### src/rtl/wash_sequencer.sv
// wash_sequencer
// Sequences one wash programme: FILL -> WASH -> DRAIN -> SPIN -> IDLE
// (spin-only programme: SPIN -> IDLE). Every phase is timed in whole
// seconds by a prescaler that produces one tick per CLK_PER_SEC cycles.
//
// Ports
//   clk        system clock, rising edge
//   rst        asynchronous active-low reset
//   start      one-cycle pulse, accepted only in IDLE (mode latched then)
//   mode[1:0]  00 spin-only, 01 small, 10 medium, 11 large
//   pause      level, freezes the running phase
//   door_open  level, freezes FILL/WASH/DRAIN; in SPIN it trips ERROR
//   abort      one-cycle pulse, returns any non-IDLE state to IDLE
//   phase[2:0] current state (also the FSM debug view): 000 IDLE, 001 FILL,
//              010 WASH, 011 DRAIN, 100 SPIN, 111 ERROR
//   remain[7:0] seconds left in the current phase
//   valve, drain, motor[1:0]  actuators (off whenever held)
//   busy, held, fault, done   status; done is a one-cycle completion pulse
//
// Control pulses: start and abort are sampled on every rising edge and
// act exactly once per cycle they are high; there is no back-pressure, a
// pulse arriving in a state that does not accept it is simply dropped.

module wash_sequencer #(
  parameter int CLK_PER_SEC = 100000000,
  parameter int T_FILL      = 4,
  parameter int T_WASH_S    = 6,
  parameter int T_WASH_M    = 10,
  parameter int T_WASH_L    = 14,
  parameter int T_DRAIN     = 3,
  parameter int T_SPIN      = 5
) (
  input  logic       clk,
  input  logic       rst,
  input  logic       start,
  input  logic [1:0] mode,
  input  logic       pause,
  input  logic       door_open,
  input  logic       abort,
  output logic [2:0] phase,
  output logic [7:0] remain,
  output logic       valve,
  output logic       drain,
  output logic       busy,
  output logic       held,
  output logic       fault,
  output logic       done,
  output logic [1:0] motor
);

  localparam int PW = (CLK_PER_SEC > 1) ? $clog2(CLK_PER_SEC) : 1;
  localparam logic [PW-1:0] PRESC_LAST = PW'(CLK_PER_SEC - 1);

  // Encoding matches the phase output code so phase is the raw state.
  typedef enum logic [2:0] {
    S_IDLE  = 3'b000,
    S_FILL  = 3'b001,
    S_WASH  = 3'b010,
    S_DRAIN = 3'b011,
    S_SPIN  = 3'b100,
    S_ERROR = 3'b111
  } state_t;

  state_t          state_q, state_d;
  logic [7:0]      remain_q, remain_d;
  logic [PW-1:0]   presc_q, presc_d;
  logic [1:0]      mode_q, mode_d;
  logic            done_q, done_d;
  logic            running;
  logic            frozen;
  logic            tick;

  function automatic logic [7:0] phase_len(input state_t s, input logic [1:0] m);
    logic [7:0] len;
    len = 8'd0;
    case (s)
      S_FILL:  len = 8'(T_FILL);
      S_WASH: begin
        case (m)
          2'b01:   len = 8'(T_WASH_S);
          2'b10:   len = 8'(T_WASH_M);
          default: len = 8'(T_WASH_L);
        endcase
      end
      S_DRAIN: len = 8'(T_DRAIN);
      S_SPIN:  len = 8'(T_SPIN);
      default: len = 8'd0;
    endcase
    return len;
  endfunction

  // Every programme ends with DRAIN -> SPIN -> IDLE, so the successor
  // does not depend on mode; spin-only simply enters at SPIN.
  function automatic state_t next_phase(input state_t s);
    state_t n;
    case (s)
      S_FILL:  n = S_WASH;
      S_WASH:  n = S_DRAIN;
      S_DRAIN: n = S_SPIN;
      default: n = S_IDLE;
    endcase
    return n;
  endfunction

  assign running = (state_q == S_FILL) || (state_q == S_WASH) ||
                   (state_q == S_DRAIN) || (state_q == S_SPIN);
  assign frozen  = running && (pause || door_open);
  assign tick    = (presc_q == PRESC_LAST);

  always_ff @(posedge clk or negedge rst) begin
    if (!rst) begin
      state_q  <= S_IDLE;
      remain_q <= 8'd0;
      presc_q  <= '0;
      mode_q   <= 2'b00;
      done_q   <= 1'b0;
    end else begin
      state_q  <= state_d;
      remain_q <= remain_d;
      presc_q  <= presc_d;
      mode_q   <= mode_d;
      done_q   <= done_d;
    end
  end

  always_comb begin
    state_d  = state_q;
    remain_d = remain_q;
    presc_d  = presc_q;
    mode_d   = mode_q;
    done_d   = 1'b0;

    if (state_q == S_IDLE) begin
      // abort is meaningless here, so start always wins
      if (start) begin
        mode_d   = mode;
        state_d  = (mode == 2'b00) ? S_SPIN : S_FILL;
        remain_d = phase_len(state_d, mode);
        presc_d  = '0;
      end
    end else if (abort) begin
      state_d  = S_IDLE;
      remain_d = 8'd0;
      presc_d  = '0;
    end else if (state_q == S_ERROR) begin
      state_d = S_ERROR;
    end else if ((state_q == S_SPIN) && door_open) begin
      state_d  = S_ERROR;
      remain_d = 8'd0;
      presc_d  = '0;
    end else if (frozen) begin
      state_d = state_q;
    end else if (tick) begin
      presc_d = '0;
      // <= 1 rather than == 1 so a zero-length phase can never wrap remain
      if (remain_q <= 8'd1) begin
        state_d  = next_phase(state_q);
        remain_d = phase_len(state_d, mode_q);
        done_d   = (state_q == S_SPIN);
      end else begin
        remain_d = remain_q - 8'd1;
      end
    end else begin
      presc_d = presc_q + PW'(1);
    end
  end

  assign phase  = state_q;
  assign remain = remain_q;
  assign done   = done_q;
  assign busy   = (state_q != S_IDLE);
  assign held   = frozen;
  assign fault  = (state_q == S_ERROR);
  assign valve  = (state_q == S_FILL) && !frozen;
  assign drain  = ((state_q == S_DRAIN) || (state_q == S_SPIN)) && !frozen;
  assign motor  = frozen              ? 2'b00 :
                  (state_q == S_WASH) ? 2'b01 :
                  (state_q == S_SPIN) ? 2'b10 : 2'b00;

endmodule

### config.mk
export PLATFORM = sky130hd
export DESIGN_NAME = wash_sequencer
export DESIGN_NICKNAME = d
export VERILOG_FILES = /design/src/rtl/wash_sequencer.sv
export SDC_FILE = /design/constraint.sdc
export NUM_CORES = 1
export LEC_CHECK = 0
export CORE_ASPECT_RATIO = 0.75
export CORE_UTILIZATION = 55
export DETAILED_ROUTE_END_ITERATION = 12
export PLACE_DENSITY = 0.82
export SLEW_MARGIN = 10
export SYNTH_ARGS = -nofsm -noshare
export SYNTH_HDL_FRONTEND = slang
export SYNTH_SLANG_ARGS = --single-unit
### constraint.sdc
create_clock -name clk -period 3.1 [get_ports clk]
set_input_delay 0.62 -clock clk [delete_from_list [all_inputs] [get_ports clk]]
set_output_delay 0.62 -clock clk [all_outputs]
set_load 0.01 [all_outputs]
==> impl_metrics.json, run 1 <==
{
  "post_cts_buffers": 0,
  "drive_gt1_share_pct": 9.70,
  "synth_top_cells_by_count": "dfrtp_1 (41), nor2_1 (35), nor3_1 (20), xnor2_1 (20), nand3_1 (19)",
  "num_vias": 2499,
  "yosys.area.top_type_share_pct": 38.7,
  "maxCapViolations": 0,
  "critPathArrivalTime_ps": 2230,
  "hold_buffers": 0,
  "syn_area_per_cell_um2": 8.73,
  "path_cells": "clkdlybuf4s50_1 > or2_2 > nand3_1 > inv_1 > clkdlybuf4s50_1",
  "synth_top_area_cell": "dfrtp_1",
  "drc": 0,
  "relSlewSlack_pct": 38.9,
  "routed_wl_mm": 6.58,
  "groute.usage.overall_pct": 28.7,
  "grt_pass1_wl_mm": 10.9,
  "path_common_cell": "clkdlybuf4s50_1",
  "grt_max_degree": 42,
  "dr.pass1.iters": 5,
  "internal-power_w": 0.00130,
  "clkTransAtPathRegs_ps": 80,
  "viasPerCell": 6.46,
  "crit_slowest_cell": "clkdlybuf4s50_1",
  "rsz0062_at_grt": "false",
  "switchingPower_w": 0.000919,
  "clock-root-buffer": "clkbuf_8",
  "synthTopCellsByArea": "dfrtp_1 (39%), xnor2_1 (6.6%), nor2_1 (5.0%)",
  "multi_input_area_mm2": 0.00152,
  "grt_pass1_vias": 2146,
  "cts_tree": "built",
  "overflow": 0,
  "place_congestion": 0.849,
  "crit_buf_inv": 3,
  "io_buffer_count": 26,
  "crit_family": "buffers and inverters",
  "finalHoldViolations": 0,
  "fin_area_mm2": 0.00309,
  "cts_buffers": 5,
  "core.rowCount": 21,
  "syn_inst": 304,
  "grt_antenna_before_repair": 0,
  "clkLatencyLatePin_ps": 310,
  "critical_path_class": "primary input to output port",
  "cts.path.max_buffers": 2,
  "utilization_pct": 68.0,
  "cp.required_ps": 2480,
  "fin_nets": 340,
  "regArea_mm2": 0.00103,
  "h-tree-depth": 2,
  "drv_slew": 0,
  "yosysWarnings": 0,
  "swShare_pct": 41.5,
  "power_frac_comb_pct": 46.8,
  "die_h_um": 62.1,
  "synth_cell_types": 51,
  "fin_worst_skew_ps": 6.76,
  "synth_edf_count": 0,
  "fin_crit_ps": 2850,
  "place_area_mm2": 0.00297,
  "critPathMaxStageDelay_ps": 490,
  "yosysMostFrequentCell": "dfrtp_1",
  "crit_path_end_kind": "output port",
  "synth_seq_cells": 41,
  "max_freq_ghz": 0.351,
  "worstPathMaxFanout": 6,
  "p_clk_share_pct": 20.9,
  "wire_per_inst_um": 17.0,
  "core_area_mm2": 0.00455,
  "r2r_slack_ps": 760,
  "p_leak_nw": 1.21,
  "setup_viol": 0,
  "ys_seq_area_share_pct": 38.7,
  "drtIter0Drc": 358,
  "ant_nets": 0,
  "dieArea_mm2": 0.00511,
  "die_x_um": 82.2,
  "dominantRegCellSynth": "dfrtp_1",
  "ios": 27,
  "powerDensity_mw_per_mm2": 717,
  "synth_area_mm2": 0.00265,
  "hp-class": "primary input to asynchronous set/reset pin",
  "area_growth_pct": 16.5,
  "worst_slew_pin_slew_ps": 916,
  "cts_sinks": 41,
  "p_seq_share_pct": 32.3,
  "hpwl_mm": 4.61,
  "start_kind": "primary input",
  "initial_core_util_pct": 58.4,
  "synth_nets": 315,
  "period_share_pct": 91.9,
  "diodes": 0,
  "ctsResizeCount": 0,
  "setup_tns_ps": 0,
  "fillers": 371,
  "status": "finished clean",
  "ys_async_sr_fraction_pct": 100,
  "ir_worst_vdd_mv": 0.629
}
placed cells by master (no fill, tap or decap), types with 3 or more instances in the layout:
cell	instances
nand2b_1	3
or3_1	4
or4_1	3
a31oi_1	3
nand2_1	17
nand3_1	19
and3_1	4
ha_1	3
mux2_2	3
nor3_1	20
inv_1	11
dfrtp_1	41
xnor2_1	20
and4_1	10
clkdlybuf4s50_1	25
o21ai_0	13
mux2i_1	5
a21o_1	4
a21oi_1	11
buf_4	8
nor2_1	35
nand4_1	12
nor4_1	9
nor3b_1	3
clkbuf_8	6
path summary, 6_finish.rpt:
| kind | start | cells past startpoint | end |
|---|---|---|---|
| worst max-delay path | door_open | 5 | held |
| worst min-delay path | rst | 1 | done |
| worst max register to register | presc_q[17] | 6 | presc_q[6] |
| worst min register to register | presc_q[26] | 3 | presc_q[26] |
| max in group asynchronous | rst | 1 | remain[2] |
| min in group clk | presc_q[26] | 3 | presc_q[26] |
flip-flops by register name, indices dropped and copies added, names as in the netlist:
signal / count
presc_q: 27
remain: 8
phase: 3
mode_q: 2
done: 1
worst register-to-register path: cells and delay by family, from the launching register on:
family	cells	cell delay, ps
flip-flops	1	420
buffers and inverters	1	360
AO/OA/AOI/OAI	1	380
AND/OR/NAND/NOR	4	1070
per-stage QoR:
stage | hold slack [ps] | std cells | total power [W] | setup WS [ps]
after CTS | 479 | 387 | 0.00220 | 250
final | 429 | 387 | 0.00222 | 250
after global routing | 517 | 387 | 0.00234 | 203
after floorplan | 324 | 304 | 0.00137 | 1030
after detailed placement | 533 | 379 | 0.00173 | 258
after global placement | 527 | 379 | 0.00170 | 289
routing by layer:
metal,GRT usage (%),share of wire (%)
met5,0,0
met4,8.55,1.1
met3,8.09,7.9
met2,35.8,42
met1,46.5,49
area by class of cell:
cell class	instances	share of cell area [%]
Multi-Input combinational cell	236	49.2
Clock inverter	1	0.972
Timing Repair Buffer	34	10.2
Tap cell	57	2.31
Inverter	11	1.34
Sequential cell	41	33.2
Clock buffer	7	2.79
power by group through the flow:
stage / registers (W) / logic [W] / clock network (W)
final: 0.000716 / 0.00104 / 0.000464
after global routing: 0.000726 / 0.00113 / 0.000492
after CTS: 0.000711 / 0.00102 / 0.000466
after detailed placement: 0.000720 / 0.00101 / 0
after global placement: 0.000716 / 0.000989 / 0
after floorplan: 0.000683 / 0.000686 / 0
logic make-up after synthesis:
kind of cell / count (synthesis) / share of synthesized area [%]
buffers and inverters: 27 / 4.48
xor gates and xnor gates: 22 / 7.26
DFF: 41 / 38.7
and+or+nand+nor: 154 / 33.4
adders and majority gates: 3 / 1.42
AOI/OAI and AO/OA: 49 / 11.6
muxes: 8 / 3.16
Power figures use the tool's default switching activity.
==> run 2, diff against run 1 <==
--- a/config.mk
+++ b/config.mk
@@ -7,6 +7,7 @@
 export LEC_CHECK = 0
 export CORE_ASPECT_RATIO = 0.75
 export CORE_UTILIZATION = 55
+export CTS_CLUSTER_SIZE = 28
 export DETAILED_ROUTE_END_ITERATION = 12
 export PLACE_DENSITY = 0.82
 export SLEW_MARGIN = 10
==> constraint.sdc (replaced) <==
create_clock -name clk -period 3.2 [get_ports clk]
set_input_delay 0.64 -clock clk [delete_from_list [all_inputs] [get_ports clk]]
set_output_delay 0.64 -clock clk [all_outputs]
set_load 0.01 [all_outputs]
==> run 2 against run 1 <==
  * Sequential power down 0.8%
  * Global-route usage about the same
  * Clock skew up 4.2 ps
  * Via count is 1.0% higher
  * Final cell count fell by 0.26%
  * Clock power is 7.3% higher
  * Final area grew 0.73%
  * First-iteration DRC count fell by 22%
  * Critical path type unchanged
==> impl_metrics.json, run 2 (synthesis gave the netlist of run 1 again) <==
{
  "maxCapViolations": 0,
  "grt_max_degree": 42,
  "area_growth_pct": 17.3,
  "crit_slowest_cell": "clkdlybuf4s50_1",
  "relSlewSlack_pct": 37.8,
  "hold_buffers": 0,
  "ant_nets": 0,
  "finalHoldViolations": 0,
  "diodes": 0,
  "path_common_cell": "clkdlybuf4s50_1",
  "largest_reg_flops": 27,
  "r2r-start": "phase[0]",
  "powerDensity_mw_per_mm2": 709,
  "routed_wl_mm": 6.70,
  "io_buffer_count": 26,
  "path_cells": "clkdlybuf4s50_1 > or2_2 > nand3_1 > inv_1 > clkdlybuf4s50_1",
  "start_kind": "primary input",
  "ios": 27,
  "drv_slew": 0,
  "dr.pass1.iters": 5,
  "die_h_um": 62.1,
  "p_clk_share_pct": 22.5,
  "fin_worst_skew_ps": 11.0,
  "hpwl_mm": 4.86,
  "num_vias": 2525,
  "clkLatencyLatePin_ps": 300,
  "drive_gt1_share_pct": 9.73,
  "cts_sinks": 41,
  "p_leak_nw": 1.22,
  "core.rowCount": 21,
  "cts_tree": "built",
  "grt_pass1_vias": 2198,
  "grt_antenna_before_repair": 0,
  "rsz0062_at_grt": "false",
  "critPathArrivalTime_ps": 2260,
  "drtIter0Drc": 281,
  "ctsResizeCount": 0,
  "fin_nets": 339,
  "cp.required_ps": 2560,
  "ir_worst_vdd_mv": 0.565,
  "initial_core_util_pct": 58.4,
  "regMostFlops": "presc_q",
  "core_area_mm2": 0.00455,
  "setup_ws_ps": 304,
  "swShare_pct": 40.1,
  "die_x_um": 82.2,
  "final_cell_mix": "dfrtp_1 (41), nor2_1 (35), clkdlybuf4s50_1 (25)",
  "setup_viol": 0,
  "critPathMaxStageDelay_ps": 490,
  "max_freq_ghz": 0.345,
  "h-tree-depth": 2,
  "drc": 0,
  "fin_crit_ps": 2900,
  "internal-power_w": 0.00132,
  "cts.path.max_buffers": 2,
  "clock-root-buffer": "clkbuf_8",
  "switchingPower_w": 0.000884,
  "groute.usage.overall_pct": 28.7,
  "worst_slew_pin_slew_ps": 933,
  "dieArea_mm2": 0.00511,
  "cts_buffers": 5,
  "post_cts_buffers": 0,
  "wire_per_inst_um": 17.4,
  "final_common_cell": "dfrtp_1",
  "critPathLaunch": "door_open",
  "setup_tns_ps": 0,
  "p_seq_share_pct": 32.2,
  "period_share_pct": 90.5,
  "grt_pass1_wl_mm": 11.1,
  "viasPerCell": 6.54,
  "place_congestion": 0.874,
  "hp-class": "primary input to asynchronous set/reset pin",
  "critical_path_class": "primary input to output port",
  "crit_path_end_kind": "output port",
  "overflow": 0,
  "power_frac_comb_pct": 45.3,
  "status": "finished clean",
  "dp_slack_ps": 310,
  "worstPathMaxFanout": 6,
  "clkTransAtPathRegs_ps": 80
}
run 2: changes by cell type in the layout (fill, tap and decap cells not counted), sizes merged:
cell and change:
clkbuf -2, clkinv +1, bufinv +1, buf -1
run 2: layout make-up:
type                    instances  area (um2)
clock inverters                 3        65.1
inverters                      11        41.3
fillers                       365        1430
repair buffers                 33         320
flip-flops and latches         41        1030
multi-input cells             236        1520
well taps                      57        71.3
clock buffers                   5        68.8
run 2: path summary, 6_finish.rpt:
path	endpoint	cells past startpoint	slack [ps]
setup / recovery	held	5	300
hold / removal	mode_q[1]	1	470
setup reg to reg	remain[6]	6	670
hold reg to reg	presc_q[0]	1	560
max in group asynchronous	presc_q[5]	1	2140
min in group clk	presc_q[0]	1	560
run 2: critical path: cells and delay by family:
kind                   cells  cell delay [ps]
buffers and inverters      3             1060
AND/OR/NAND/NOR            2              550
run 2: routing by layer:
| metal | vias up | share of wire, % | global-route usage [%] |
|---|---|---|---|
| met5 | - | 0 | 0 |
| met4 | 0 | 1.3 | 5.92 |
| met3 | 12 | 8.8 | 7.79 |
| met1 | 1202 | 47 | 46.1 |
| met2 | 142 | 43 | 37.7 |
| li1 | 1169 | - | - |
run 2: power groups by stage:
stage                     clock, W  sequential, W  combinational (W)
final                     0.000498       0.000710           0.000999
after global routing      0.000535       0.000727            0.00108
after CTS                 0.000509       0.000708           0.000987
after detailed placement         0       0.000719           0.000982
after global placement           0       0.000713           0.000955
after floorplan                  0       0.000661           0.000665
run 2: per-stage QoR:
| step | power (W) | utilization, % | area, um2 | std cells | hold slack (ps) |
|---|---|---|---|---|---|
| final | 0.00221 | 68.5 | 3110 | 386 | 470 |
| after global routing | 0.00234 | 68.5 | 3110 | 386 | 549 |
| after CTS | 0.00220 | 68.5 | 3110 | 386 | 507 |
| after detailed placement | 0.00170 | 65.5 | 2980 | 378 | 544 |
| after global placement | 0.00167 | 65.5 | 2980 | 378 | 543 |
| after floorplan | 0.00133 | - | 2650 | 304 | 344 |
